$ cat src/rtl/instruction_loader.sv
// Byte-stream program loader: length header + little-endian words -> instruction bank writes.
// Ports: clk_in/rst_in, byte stream in (valid/ready), bank write port, load status outputs.
// Optional trailing XOR checksum byte when LOADER_CHECKSUM_EN is defined.
module instruction_loader #(
  parameter int INSTRUCTION_WIDTH = 32,
  parameter int NUM_INSTRUCTIONS  = 16,
  parameter int ADDR_WIDTH        = $clog2(NUM_INSTRUCTIONS)
) (
  input  logic                         clk_in,
  input  logic                         rst_in,
  input  logic [7:0]                   byte_in,
  input  logic                         byte_valid_in,
  output logic                         byte_ready_out,
  output logic                         wr_en_out,
  output logic [ADDR_WIDTH-1:0]        wr_addr_out,
  output logic [INSTRUCTION_WIDTH-1:0] wr_data_out,
  output logic                         load_active_out,
  output logic                         load_done_out,
  output logic                         load_error_out,
  output logic [ADDR_WIDTH:0]          prog_len_out
);

  typedef enum logic [2:0] {
    IDLE,
    RECV,
    WRITE,
`ifdef LOADER_CHECKSUM_EN
    CHECK,
`endif
    DONE
  } state_t;

  localparam logic [7:0]            MAX_LEN  = 8'(NUM_INSTRUCTIONS);
  localparam logic [ADDR_WIDTH-1:0] ADDR_ONE = ADDR_WIDTH'(1);
  localparam logic [ADDR_WIDTH:0]   LEN_ONE  = (ADDR_WIDTH+1)'(1);

  state_t                       state_q;
  state_t                       state_d;
  logic [1:0]                   byte_cnt_q;
  logic [ADDR_WIDTH-1:0]        word_cnt_q;
  logic [INSTRUCTION_WIDTH-1:0] shift_q;
  logic [ADDR_WIDTH:0]          prog_len_q;
  logic                         err_q;
  logic                         ready_q;
  logic                         wr_en_q;
  logic                         done_q;
  logic                         active_q;
`ifdef LOADER_CHECKSUM_EN
  logic [7:0]                   xor_q;
`endif

  logic accept;
  logic hdr_ok;
  logic last_word;

  // ready_q mirrors the current state, so valid&ready is a true handshake
  assign accept    = byte_valid_in & ready_q;
  assign hdr_ok    = (byte_in != 8'd0) && (byte_in <= MAX_LEN);
  assign last_word = ({1'b0, word_cnt_q} + LEN_ONE) >= prog_len_q;

  always_comb begin
    state_d = state_q;
    unique case (state_q)
      IDLE: begin
        if (accept && hdr_ok) state_d = RECV;
      end
      RECV: begin
        if (accept && byte_cnt_q == 2'd3) state_d = WRITE;
      end
      WRITE: begin
        if (!last_word) state_d = RECV;
`ifdef LOADER_CHECKSUM_EN
        else state_d = CHECK;
`else
        else state_d = DONE;
`endif
      end
`ifdef LOADER_CHECKSUM_EN
      CHECK: begin
        if (accept) state_d = (byte_in == xor_q) ? DONE : IDLE;
      end
`endif
      DONE: begin
        state_d = IDLE;
      end
      default: begin
        state_d = IDLE;
      end
    endcase
  end

  always_ff @(posedge clk_in) begin
    if (rst_in) state_q <= IDLE;
    else        state_q <= state_d;
  end

  // Status outputs are registered from the next state so they line up
  // with the state they describe without any input-to-output path.
  always_ff @(posedge clk_in) begin
    if (rst_in) begin
      ready_q  <= 1'b1;
      wr_en_q  <= 1'b0;
      done_q   <= 1'b0;
      active_q <= 1'b0;
    end else begin
      ready_q  <= (state_d != WRITE) && (state_d != DONE);
      wr_en_q  <= (state_d == WRITE);
      done_q   <= (state_d == DONE);
      active_q <= (state_d != IDLE) && (state_d != DONE);
    end
  end

  always_ff @(posedge clk_in) begin
    if (rst_in) begin
      byte_cnt_q <= '0;
      word_cnt_q <= '0;
      shift_q    <= '0;
      prog_len_q <= '0;
      err_q      <= 1'b0;
`ifdef LOADER_CHECKSUM_EN
      xor_q      <= '0;
`endif
    end else begin
      unique case (state_q)
        IDLE: begin
          if (accept) begin
            if (hdr_ok) begin
              prog_len_q <= (ADDR_WIDTH+1)'(byte_in);
              err_q      <= 1'b0;
              word_cnt_q <= '0;
              byte_cnt_q <= '0;
`ifdef LOADER_CHECKSUM_EN
              xor_q      <= byte_in;
`endif
            end else begin
              err_q <= 1'b1;
            end
          end
        end
        RECV: begin
          if (accept) begin
            shift_q[{byte_cnt_q, 3'b000} +: 8] <= byte_in;
            byte_cnt_q <= byte_cnt_q + 2'd1;
`ifdef LOADER_CHECKSUM_EN
            xor_q      <= xor_q ^ byte_in;
`endif
          end
        end
        WRITE: begin
          word_cnt_q <= word_cnt_q + ADDR_ONE;
        end
`ifdef LOADER_CHECKSUM_EN
        CHECK: begin
          if (accept && byte_in != xor_q) err_q <= 1'b1;
        end
`endif
        default: begin
        end
      endcase
    end
  end

  assign byte_ready_out  = ready_q;
  assign wr_en_out       = wr_en_q;
  assign wr_addr_out     = word_cnt_q;
  assign wr_data_out     = shift_q;
  assign load_active_out = active_q;
  assign load_done_out   = done_q;
  assign load_error_out  = err_q;
  assign prog_len_out    = prog_len_q;

endmodule

$ cat config.mk
export PLATFORM = sky130hd
export DESIGN_NAME = instruction_loader
export DESIGN_NICKNAME = d
export VERILOG_FILES = /design/src/rtl/instruction_loader.sv
export SDC_FILE = /design/constraint.sdc
export NUM_CORES = 1
export LEC_CHECK = 0
export BUFFER_PORTS_ARGS = -buffer_cell sky130_fd_sc_hd__buf_4
export CAP_MARGIN = 0
export CORE_MARGIN = 2
export CORE_UTILIZATION = 48
export DETAILED_ROUTE_END_ITERATION = 7
export PLACE_DENSITY_LB_ADDON = 0.12
export SETUP_SLACK_MARGIN = 0.4
export SYNTH_ARGS = -nofsm -noshare
export SYNTH_HDL_FRONTEND = slang
export SYNTH_SLANG_ARGS = --single-unit
$ cat constraint.sdc
create_clock -name clk_in -period 1.6 [get_ports clk_in]
set_input_delay 0.24 -clock clk_in [delete_from_list [all_inputs] [get_ports clk_in]]
set_output_delay 0.24 -clock clk_in [all_outputs]
set_load 0.01 [all_outputs]
Word-level counts from Yosys, hierarchy flattened. Index checks and enable logic that the tools add are counted.

Equality and inequality tests: 10. Shift operators: 2. Mux-type cells: 13. Magnitude comparators: 2. Reductions and logical operators: 15. $add $sub $neg: 4. Bitwise gates (word level): 1.

Operator list (count): 32-bit bitwise mux (1); 8-bit by 7-bit variable shift with 32-bit output, first input constant (1); 8-bit by 7-bit indexed part select with 32-bit output (1); 3-bit by 2-bit == test with 1-bit output, second input constant (3); 3-bit one-hot mux with 3 select lines (1); 8-bit by 5-bit less-or-equal comparator with 1-bit output, second input constant (1); 2-bit two-way mux (4); 4-bit two-way mux (2); 4-bit one-hot mux with 2 select lines (1); 8-bit nonzero test (1); 5-bit negator with 7-bit output (1); 3-bit two-way mux (2); 2-bit inequality test, second input constant (3); 3-bit by 2-bit inequality test with 1-bit output, second input constant (2); 3-bit AND reduction (2); 4-bit by 1-bit adder with 5-bit output, second input constant (1); 5-bit >= comparator (1); 1-bit logical AND (5); 4-bit by 1-bit adder with 4-bit output, second input constant (1); 2-bit one-hot mux with 2 select lines (1); 2-bit AND reduction (2); 4-bit AND reduction (1); 2-bit nonzero test (2); 3-bit by 1-bit == test with 1-bit output, second input constant (1); 6 further kinds (6).

Output and inout bits: 46. Register bits: 51. Word-level logic and storage cells: 57. Input bits: 11.

Longest topological paths before layout. Gate-level depths: netlist of run 1.

Depth in word-level cells: 7. Depth in mapped cells: 7. Mapped depth without buffers: 7.

Worst setup path before layout of run 1. No wires, ideal clock.

Kind: flip-flop to flip-flop. Start: register word_cnt_q[0] (netlist: wr_addr_out[0]). End: register state_q[1]. Slack: -181 ps. Cell stages (with the launch flop): 8. Data required time: 1486 ps. Clock period less this slack: 1781 ps. Path buffers: 0. Setup time: 114 ps. Data arrival time: 1667 ps. Path through: dfxtp_1 -> ha_1 -> xor2_1 -> ha_1 -> a21o_1 -> a31oi_1 -> o21ai_0 -> a21o_1.

Longest elaborated chain between the ends: 4.

Ends and longest elaborated chain: start, declared (RTL line 40) `logic [ADDR_WIDTH-1:0] word_cnt_q;`; start signal, assigned (RTL line 150) `word_cnt_q <= word_cnt_q + ADDR_ONE;`; 4-bit by 1-bit adder with 5-bit output (RTL line 59) `assign last_word = ({1'b0, word_cnt_q} + LEN_ONE) >= prog_len_q;`; 5-bit >= comparator (RTL line 59); 2-bit two-way mux (RTL line 71) `if (!last_word) state_d = RECV;`; 3-bit one-hot mux with 3 select lines (RTL line 63) `unique case (state_q)`; end signal, assigned (RTL line 94) `else state_q <= state_d;`; end, declared (RTL line 37) `state_t state_q;`.

No other way between the ends. A chain may end at the register's enable or synchronous reset.

Worst setup path after layout of run 1.
Start: register word_cnt_q[0] (netlist: wr_addr_out[0]). End: register done_q (netlist: load_done_out).

Longest elaborated chain between the ends: 5.

Ends and longest elaborated chain: 4-bit by 1-bit adder with 5-bit output (RTL line 59); 5-bit >= comparator (RTL line 59); 2-bit two-way mux (RTL line 71); 3-bit one-hot mux with 3 select lines (RTL line 63); 3-bit by 2-bit == test with 1-bit output (RTL line 108) `done_q <= (state_d == DONE);`; end signal, assigned (RTL line 108); end, declared (RTL line 46) `logic done_q;`.

No other way between the ends.

==> results of run 1 <==
## area by class of cell
class	count	area share (%)
multi-input combinational	189	42.59
sequential	51	28.55
timing repair buffer	99	22.33
clock buffer	7	2.958
tap	67	2.305
inverter	9	1.135
clock inverter	1	0.1376
## state kept, by name (all words and copies together), names as in the netlist
register	cells
state_q	3
wr_data_out	32
load_active_out	1
wr_addr_out	4
load_error_out	1
prog_len_out	5
wr_en_out	1
load_done_out	1
byte_cnt_q	2
byte_ready_out	1
## where the power goes
| group | switching [mW] | internal (mW) | leakage [nW] |
|---|---|---|---|
| sequential | 0.00542 | 1.27 | 0.415 |
| clock | 0.431 | 0.444 | 0.0594 |
| combinational | 0.0892 | 0.0731 | 0.975 |
| total | 0.526 | 1.79 | 1.45 |
## logic make-up after synthesis
group | synth area share, %
mux | 2.545
fa+ha+maj | 5.832
compound gates | 12.04
other cells | 0.1589
buf+inv | 3.764
flops | 43.27
xor+xnor | 0.7424
simple gates | 31.66
## critical path, cell delays in order, from the launching register on
cell     delay, ns
dfxtp_4       0.36
ha_4          0.16
xor2_2        0.14
ha_1          0.30
a21o_1        0.17
a31oi_2       0.17
o21ai_2       0.10
and2_1        0.16
## repair_timing
item	in CTS	in global routing
gates resized for setup	20	17
gates cloned	1	1
setup buffers	9	7
pin swaps	6	14
endpoints found under the setup margin	49	51
hold buffers	0	0
## synthesized netlist by cell type (all sizes together)
master	number	share of area (%)
nand3	33	7.0
a21o	2	0.64
nand4bb	1	0.48
xnor2	1	0.37
nor2	4	0.64
dfxtp	51	43
nor4b	1	0.37
ha	11	5.8
or2b	1	0.32
and2	1	0.27
a31oi	2	0.53
nor3b	11	4.3
and3	1	0.27
nor4	2	0.80
or3	1	0.27
a211oi	1	0.32
o21bai	1	0.32
nand3b	3	0.95
or4	1	0.32
inv	9	1.4
o32a	1	0.42
mux2i	6	2.5
nand4b	1	0.64
buf	6	1.4
nand2	3	0.48
nor2b	3	0.80
nor3	5	1.5
a221oi	1	0.37
xor2	1	0.37
conb	1	0.16
o21ai	6	1.3
clkbuf	6	0.95
a22o	1	0.37
nand2b	46	12
o41ai	1	0.37
a21oi	35	7.4
## final timing paths
path,endpoint,slack (ns)
setup / recovery,load_done_out$_SDFF_PP0_,-0.07
hold / removal,load_active_out$_SDFF_PP0_,0.24
setup reg to reg,load_done_out$_SDFF_PP0_,-0.07
hold reg to reg,wr_data_out[19]$_SDFFE_PP0P_,0.47
## metal layers
layer / up-vias / share of wire, % / GRT usage, %
met4: 0 / 1.3 / 7.677
met2: 65 / 50 / 36.81
met3: 7 / 4.3 / 3.117
li1: 1097 / - / -
met1: 1064 / 44 / 29.06
met5: - / 0 / 0
## layout by cell type, fill, tap and decap left out, types with 4 or more instances in the layout
master / n
mux2i_1: 5
nand3_1: 27
inv_1: 7
buf_4: 86
o21ai_0: 4
nand3_2: 6
clkbuf_8: 6
buf_6: 9
dfxtp_2: 5
a21oi_1: 29
dfxtp_1: 43
nand2b_1: 45
a21oi_2: 6
ha_1: 7
nor3b_4: 7
## through the flow
stage	hold WS, ns	cell area [sq um]	instances
detailed placement	0.4609	3228	397
finish	0.2374	3637	423
global placement	0.4576	3228	397
floorplan	0.3708	2587	261
global route	0.2655	3637	423
CTS	0.2364	3511	415
==> flow_summary_export.csv, run 1 <==
group,metric,value,unit
clocking,clk_latency,0.31,ns
critical_path,path_class,"reg -> reg",
route,vias,2233,
clocking,h-tree-depth,2,
critical_path,critPathLaunchType,"flip-flop",
status,status,"finished, violations left",
die,rows,25,
sta,setup_ws,-0.06680,ns
sta,rsz0062_at_grt,"true",
cells_and_area,syn2layout_area_growth,54.14,%
cells_and_area,diodes,0,
route,first_pass_iters,4,
global_routing,grt_pass1_wl,9377,microns
global_routing,grt_pass1_vias,2004,
die,pin_count,57,
global_routing,grt_use_total,21.97,%
worst_hold_path,hold_class,"in -> reg",
run,maxCapViolCount,0,
sta,hold_viol,0,
worst_hold_path,hold_depth,3,
route,drc,0,
route,wire_per_inst,15.03,microns
die,die_h,74.12,microns
cells_and_area,finish.utilization,77.01,%
cells_and_area,register_area,1039,sq um
pwr,total_power,2.311,mW
die,die_area,5493,sq um
pwr,p_per_area,635.4,nW/um^2
placed_design,dpl_worst_slack,-0.08798,ns
sta,fin_crit,1.667,ns
critical_path,arrival,1.88,ns
route,drt_iter0_drc,119,
sta,fmax,600.0,MHz
clocking,clock_sinks,51,
synth,syn_avg_cell_area,9.041,sq um
critical_path,end_kind,"flip-flop",
die,coreArea,4723,sq um
status,violations,"negative setup slack",
global_routing,antenna_found_initial,0,
clocking,clk_path_buf_depth,2,
clocking,clk_pin_slew,0.09,ns
critical_path,required,1.81,ns
pwr,peakVddDrop,0.4539,mV
sta,fin_tns_setup,-0.1960,ns
critical_path,crit_start,"wr_addr_out[0]$_SDFFE_PP0P_",
worst_hold_path,hp-start,"rst_in",
pwr,p_leak,1.449,nW
sta,period_share,104.2,%
synth,synthesis.area,2360,sq um
placed_design,numPortBuffers,56,
cells_and_area,drive_above_1_share,44.66,%
sta,clock-skew-final,0.003620,ns
critical_path,worstRegToRegCells,7,
synth,synth.ff_latch_count,51,
sta,maxSlewViolCount,0,
synth,ys_seq_area_share,43.27,%
placed_design,gp_congestion,0.7779,
synth,syn_nets,283,
route,wl,6356,microns
route,ant_nets,0,
cells_and_area,multi_input_area,1549,sq um
cells_and_area,fillers,342,
critical_path,r2r_start,"wr_addr_out[0]$_SDFFE_PP0P_",
clocking,numCtsBuffers,5,
cells_and_area,final_net_count,377,
route,routed_via_density,5.279,
die,start_util,49.96,%
synth,ys_warn_count,0,
die,die_w,74.12,microns
placed_design,dp_hpwl,4090,microns
critical_path,crit_path_max_fanout,4,
synth,synth.distinct_cells,40,
clocking,root_buffer,"clkbuf_8",
global_routing,grt_max_degree,45,
synth,syn_inst,261,
sta,setup_viol,4,
global_routing,grt.overflow.total,0,
clocking,cts_tree,"yes",
Power figures use the tool's default switching activity.
==> inputs of run 2 (changes only) <==
--- a/config.mk
+++ b/config.mk
@@ -7,8 +7,11 @@
 export LEC_CHECK = 0
 export BUFFER_PORTS_ARGS = -buffer_cell sky130_fd_sc_hd__buf_4
 export CAP_MARGIN = 0
+export CELL_PAD_IN_SITES_DETAIL_PLACEMENT = 1
+export CELL_PAD_IN_SITES_GLOBAL_PLACEMENT = 2
 export CORE_MARGIN = 2
-export CORE_UTILIZATION = 48
+export CORE_UTILIZATION = 28
+export CTS_CLUSTER_SIZE = 25
 export DETAILED_ROUTE_END_ITERATION = 7
 export PLACE_DENSITY_LB_ADDON = 0.12
 export SETUP_SLACK_MARGIN = 0.4
==> run 2 against run 1 <==
Compared with the run above:
- the run still ends with negative setup slack left
- sequential share of layout area fell by 4.9 points
- fmax fell by 1.3%
- power fell by 3.3%
- register-to-register slack got worse by 0.02 ns
- die area rose by 67%
- design area rose by 21%
- wire length rose by 25%
- sequential power barely moved
- clock power fell by 13%
- critical path type unchanged
==> flow_summary_export.csv, run 2 (synthesized netlist as in run 1, its figures left out) <==
group,metric,value,unit
status,status,"finished, violations left",
status,violations,"negative setup slack",
critical_path,crit_top_cell,"a21o_1",
sta,fin_crit,1.688,ns
critical_path,critical_path.top_delay_family,"compound AO/OA/AOI/OAI gates",
clocking,clk_path_buf_depth,2,
sta,clock-skew-final,0.003017,ns
route,vias,2271,
pwr,total_power,2.235,mW
sta,hold_viol,0,
placed_design,numPortBuffers,56,
clocking,clock_sinks,51,
pwr,p_per_area,508.8,nW/um^2
cells_and_area,largest_reg_flops,32,
sta,period_share,105.5,%
critical_path,required,1.80,ns
run,maxCapViolCount,0,
placed_design,post_dp_cell_area,3366,sq um
sta,setup_ws,-0.08822,ns
placed_design,dp_hpwl,5118,microns
die,die_w,95.80,microns
critical_path,cp_slowest_stage_delay,0.36,ns
global_routing,grt_pass1_vias,2412,
cells_and_area,finish.utilization,53.73,%
clocking,clk_pin_slew,0.09,ns
cells_and_area,final_cell_mix,"82 x buf_4, 43 x dfxtp_1, 32 x a21oi_2",
placed_design,placedCellCount,442,
route,wire_per_inst,16.78,microns
cells_and_area,diodes,0,
pwr,peakVddDrop,0.3269,mV
critical_path,slowest_stage,"dfxtp_4",
sta,setup_viol,4,
route,wl,7936,microns
global_routing,grt_max_degree,38,
cells_and_area,stdcell_count,473,
pwr,p_leak,1.571,nW
sta,fmax,592.3,MHz
worst_hold_path,hold_class,"in -> reg",
route,routed_via_density,4.801,
die,die_area,9178,sq um
critical_path,critPathLaunchType,"flip-flop",
route,drt_iter0_drc,41,
global_routing,grt_pass1_wl,12750,microns
sta,maxSlewViolCount,0,
clocking,h-tree-depth,2,
route,ant_nets,0,
clocking,clk_latency,0.30,ns
clocking,root_buffer,"clkbuf_8",
die,rows,33,
clocking,numCtsBuffers,5,
cells_and_area,postLayoutCellArea,4393,sq um
critical_path,cp_cell_sequence,"ha_4 > xor2_2 > ha_1 > a21o_1 > a31oi_2 > o21ai_2 > a21o_1",
critical_path,path_class,"reg -> reg",
clocking,cts_tree,"yes",
cells_and_area,final_common_cell,"buf_4",
sta,fin_tns_setup,-0.1827,ns
die,start_util,28.86,%
critical_path,arrival,1.89,ns
critical_path,crit_path_max_fanout,4,
global_routing,antenna_found_initial,0,
die,coreArea,8175,sq um
sta,timing.hold.ws,0.1949,ns
die,die_h,95.80,microns
cells_and_area,final_net_count,390,
sta,rsz0062_at_grt,"true",
cells_and_area,drive_above_1_share,67.66,%
placed_design,gp_congestion,0.6954,
cells_and_area,syn2layout_area_growth,86.16,%
route,drc,0,
critical_path,crit_buf_inv,0,
placed_design,dpl_worst_slack,-0.07998,ns
critical_path,end_kind,"flip-flop",
global_routing,grt.overflow.total,0,
route,first_pass_iters,4,
die,pin_count,57,
global_routing,grt_use_total,18.15,%
==> run 2: cell count changes in the layout (fill, tap and decap cells not counted), moves of 3 or more <==
cell / previous run / this run
buf_6: 9 / 21
nand2b_1: 45 / 16
nand3_1: 27 / 9
buf_4: 86 / 82
o21ai_0: 4 / 1
nand2b_4: 1 / 30
nand3_4: 0 / 6
buf_12: 3 / 6
a21oi_2: 6 / 32
a21oi_1: 29 / 3
nand3_2: 6 / 18
==> run 2: what timing repair did <==
| item | 4_1_cts | 5_1_grt |
|---|---|---|
| resized for setup | 98 | 44 |
| pin swaps | 29 | 29 |
| buffers inserted | 15 | 5 |
| hold buffers | 0 | 0 |
| setup endpoints to repair | 51 | 54 |
| cloned | 3 | 1 |
==> run 2: final cells by class <==
class,count,area [sq um]
flip-flops and latches,51,1039
inverters,9,41.29
well taps,105,131.4
clock buffers,6,82.58
multi-input cells,189,2042
fillers,879,3782
clock inverters,1,5.005
repair buffers,112,1052
==> run 2: power breakdown <==
| part | total [mW] | internal [mW] | switching [mW] |
|---|---|---|---|
| registers | 1.27 | 1.27 | 0.00428 |
| clock network | 0.762 | 0.341 | 0.421 |
| logic | 0.200 | 0.0852 | 0.115 |
| total | 2.23 | 1.69 | 0.541 |
==> run 2: metal layers <==
metal  wire length [microns]  vias to the layer above  track usage [%]  part of all wire, %
li1                        -                     1119                -                    -
met1                    3554                     1112            23.81                   45
met2                    4033                       36            31.47                   51
met3                     294                        4            3.211                  3.7
met4                      54                        0            3.214                 0.68
met5                       0                        -                0                    0
==> run 2: worst paths after layout <==
kind	startpoint	to	slack, ns	cells after the start
setup / recovery	wr_addr_out[0]$_SDFFE_PP0P_	state_q[1]$_SDFF_PP0_	-0.09	7
hold / removal	rst_in	wr_addr_out[2]$_SDFFE_PP0P_	0.19	2
setup reg to reg	wr_addr_out[0]$_SDFFE_PP0P_	state_q[1]$_SDFF_PP0_	-0.09	7
hold reg to reg	wr_data_out[29]$_SDFFE_PP0P_	wr_data_out[29]$_SDFFE_PP0P_	0.48	2
==> inputs of run 3 (changes only) <==
--- a/config.mk
+++ b/config.mk
@@ -10,7 +10,7 @@
 export CELL_PAD_IN_SITES_DETAIL_PLACEMENT = 1
 export CELL_PAD_IN_SITES_GLOBAL_PLACEMENT = 2
 export CORE_MARGIN = 2
-export CORE_UTILIZATION = 28
+export CORE_UTILIZATION = 31
 export CTS_CLUSTER_SIZE = 25
 export DETAILED_ROUTE_END_ITERATION = 7
 export PLACE_DENSITY_LB_ADDON = 0.12
==> constraint.sdc (replaced) <==
create_clock -name clk_in -period 1.8 [get_ports clk_in]
set_input_delay 0.27 -clock clk_in [delete_from_list [all_inputs] [get_ports clk_in]]
set_output_delay 0.27 -clock clk_in [all_outputs]
set_load 0.01 [all_outputs]
==> run 3 against run 2 <==
Compared with the run above:
- the flow now finishes without violations
- power down 5.6%
- die area shrank 9.3%
- worst setup slack improved by 0.18 ns
- via count fell by 2.4%
- critical path depth did not move
- largest power group unchanged
- final cell count is 5.1% lower
- sequential share of layout area up 3.6 points
- wire length is 6.9% lower
==> flow_summary_export.csv, run 3 (synthesized netlist as in run 1, its figures left out) <==
group,metric,value,unit
status,status,"finished clean",
clocking,ctsHoldBuffers,0,
cells_and_area,final_net_count,371,
cells_and_area,finish.utilization,51.73,%
clocking,cts_tree,"yes",
placed_design,numPortBuffers,56,
critical_path,crit_start,"wr_addr_out[0]$_SDFFE_PP0P_",
pwr,pwr-share-comb,6.5,%
pwr,swShare,22.56,%
pwr,power.net_switching,475.8,uW
route,first_pass_iters,4,
global_routing,grt_pass1_vias,2191,
die,pin_count,57,
pwr,peakVddDrop,0.3707,mV
cells_and_area,diodes,0,
cells_and_area,final_common_cell,"buf_4",
clocking,clock_sinks,51,
sta,rsz0062_at_grt,"true",
sta,clock-skew-final,0.007503,ns
pwr,p_per_area,556.1,nW/um^2
placed_design,post_dp_cell_area,3079,sq um
sta,setup_viol,0,
pwr,p_seq_share,53.8,%
route,drc,0,
critical_path,worstRegToRegCells,7,
run,maxCapViolCount,0,
die,rows,31,
sta,fmax,586.8,MHz
critical_path,end_kind,"flip-flop",
global_routing,use_met1,23.01,%
sta,period_share,94.67,%
clocking,root_buffer,"clkbuf_8",
sta,hold_viol,0,
sta,maxSlewViolCount,0,
global_routing,top_usage_layer,"met2",
placed_design,gp_congestion,0.7589,
global_routing,grt.overflow.total,0,
route,wl,7391,microns
global_routing,grt_use_total,16.66,%
global_routing,grt_max_degree,33,
route,wire_per_inst,16.46,microns
global_routing,use_met3,2.822,%
critical_path,crit_path_end,"state_q[1]$_SDFF_PP0_",
critical_path,r2r_slack,0.1,ns
pwr,p_leak,1.403,nW
placed_design,dp_hpwl,4842,microns
die,die_area,8326,sq um
cells_and_area,drive_above_1_share,50.57,%
sta,timing.hold.ws,0.2717,ns
cells_and_area,syn2layout_area_growth,60.71,%
cells_and_area,postLayoutCellArea,3792,sq um
sta,fin_tns_setup,0,ns
global_routing,antenna_found_initial,0,
global_routing,grt_pass1_wl,11220,microns
clocking,h-tree-depth,2,
cells_and_area,final_cell_mix,"77 x buf_4, 44 x dfxtp_1, 43 x nand2b_1",
clocking,numCtsBuffers,5,
critical_path,r2r_start,"wr_addr_out[0]$_SDFFE_PP0P_",
die,die_w,91.25,microns
global_routing,gr-usage-met2,27.59,%
route,drt_iter0_drc,43,
critical_path,required,2.01,ns
pwr,p_int,1.633,mW
critical_path,crit_path_max_fanout,4,
die,die_h,91.25,microns
route,vias,2216,
critical_path,arrival,1.91,ns
route,routed_via_density,4.935,
clocking,clk_path_buf_depth,2,
clocking,clk_pin_slew,0.09,ns
cells_and_area,fillers,820,
worst_hold_path,hold_class,"in -> reg",
pwr,p_clk_share,39.7,%
die,start_util,32.19,%
route,ant_nets,0,
sta,fin_crit,1.704,ns
clocking,clk_latency,0.30,ns
die,coreArea,7331,sq um
cells_and_area,largest_reg_flops,32,
critical_path,path_class,"reg -> reg",
critical_path,critPathLaunchType,"flip-flop",
critical_path,r2r_end,"state_q[1]$_SDFF_PP0_",
## run 3: cell types whose count changed in the layout (fill, tap and decap cells not counted), moves of 3 or more
cell,previous run,this run
buf_4,82,77
nand2b_1,16,43
buf_6,21,14
o21ai_2,3,0
nand2b_4,30,3
a21oi_1,3,15
nand3_1,9,15
nand3_2,18,13
buf_12,6,2
a21oi_2,32,20
## run 3: layer usage
metal | wire, microns | part of all wire (%)
met2 | 3577 | 48
met3 | 176 | 2.4
met1 | 3605 | 49
met5 | 0 | 0
met4 | 32 | 0.43
## run 3: worst max-delay path, cell delays in order, from the launching register on
cell	delay [ns]
dfxtp_4	0.36
ha_4	0.16
xor2_1	0.14
ha_1	0.31
a21o_1	0.20
a31oi_4	0.19
o21ai_4	0.09
a21o_1	0.15
## run 3: worst min path at each step
stage	startpoint	endpoint	slack (ns)	cells past startpoint
global route	byte_in[5]	wr_data_out[21]$_SDFFE_PP0P_	0.26	3
floorplan	byte_in[0]	wr_data_out[0]$_SDFFE_PP0P_	0.42	2
detailed placement	wr_data_out[18]$_SDFFE_PP0P_	wr_data_out[18]$_SDFFE_PP0P_	0.46	2
global placement	wr_data_out[10]$_SDFFE_PP0P_	wr_data_out[10]$_SDFFE_PP0P_	0.46	2
finish	byte_in[4]	wr_data_out[28]$_SDFFE_PP0P_	0.27	3
CTS	byte_in[7]	wr_data_out[23]$_SDFFE_PP0P_	0.26	3
## run 3: power by group through the flow
| stage | Clock [mW] | Sequential, mW | Combinational, mW |
|---|---|---|---|
| finish | 0.838 | 1.13 | 0.137 |
| CTS | 0.868 | 1.13 | 0.117 |
| global route | 0.916 | 1.14 | 0.146 |
| floorplan | 0 | 1.16 | 0.0433 |
| detailed placement | 0 | 1.16 | 0.114 |
| global placement | 0 | 1.16 | 0.113 |
## run 3: repair_timing
item                                    in CTS  in global routing
gates resized for setup                     13                 74
cloned                                       0                  1
endpoints found under the setup margin      45                 43
pin swaps                                   18                 31
hold endpoints to repair                     0                  0
setup buffers                               14                  8
## run 3: area by class of cell
type	count	area [sq um]	share of cell area (%)
repair buffers	93	775.7	20.46
multi-input cells	189	1699	44.80
clock buffers	6	82.58	2.177
inverters	9	41.29	1.089
clock inverters	2	35.03	0.9238
well taps	99	123.9	3.266
flip-flops and latches	51	1035	27.28
## run 3: through the flow
step	std cells	total power, mW	worst slack [ns]
2_1_floorplan	261	1.203	0.2016
3_3_place_gp	418	1.273	0.1143
3_5_place_dp	418	1.274	0.06736
4_1_cts	440	2.119	0.1175
5_1_grt	449	2.197	0.03283
6_report	449	2.109	0.09593
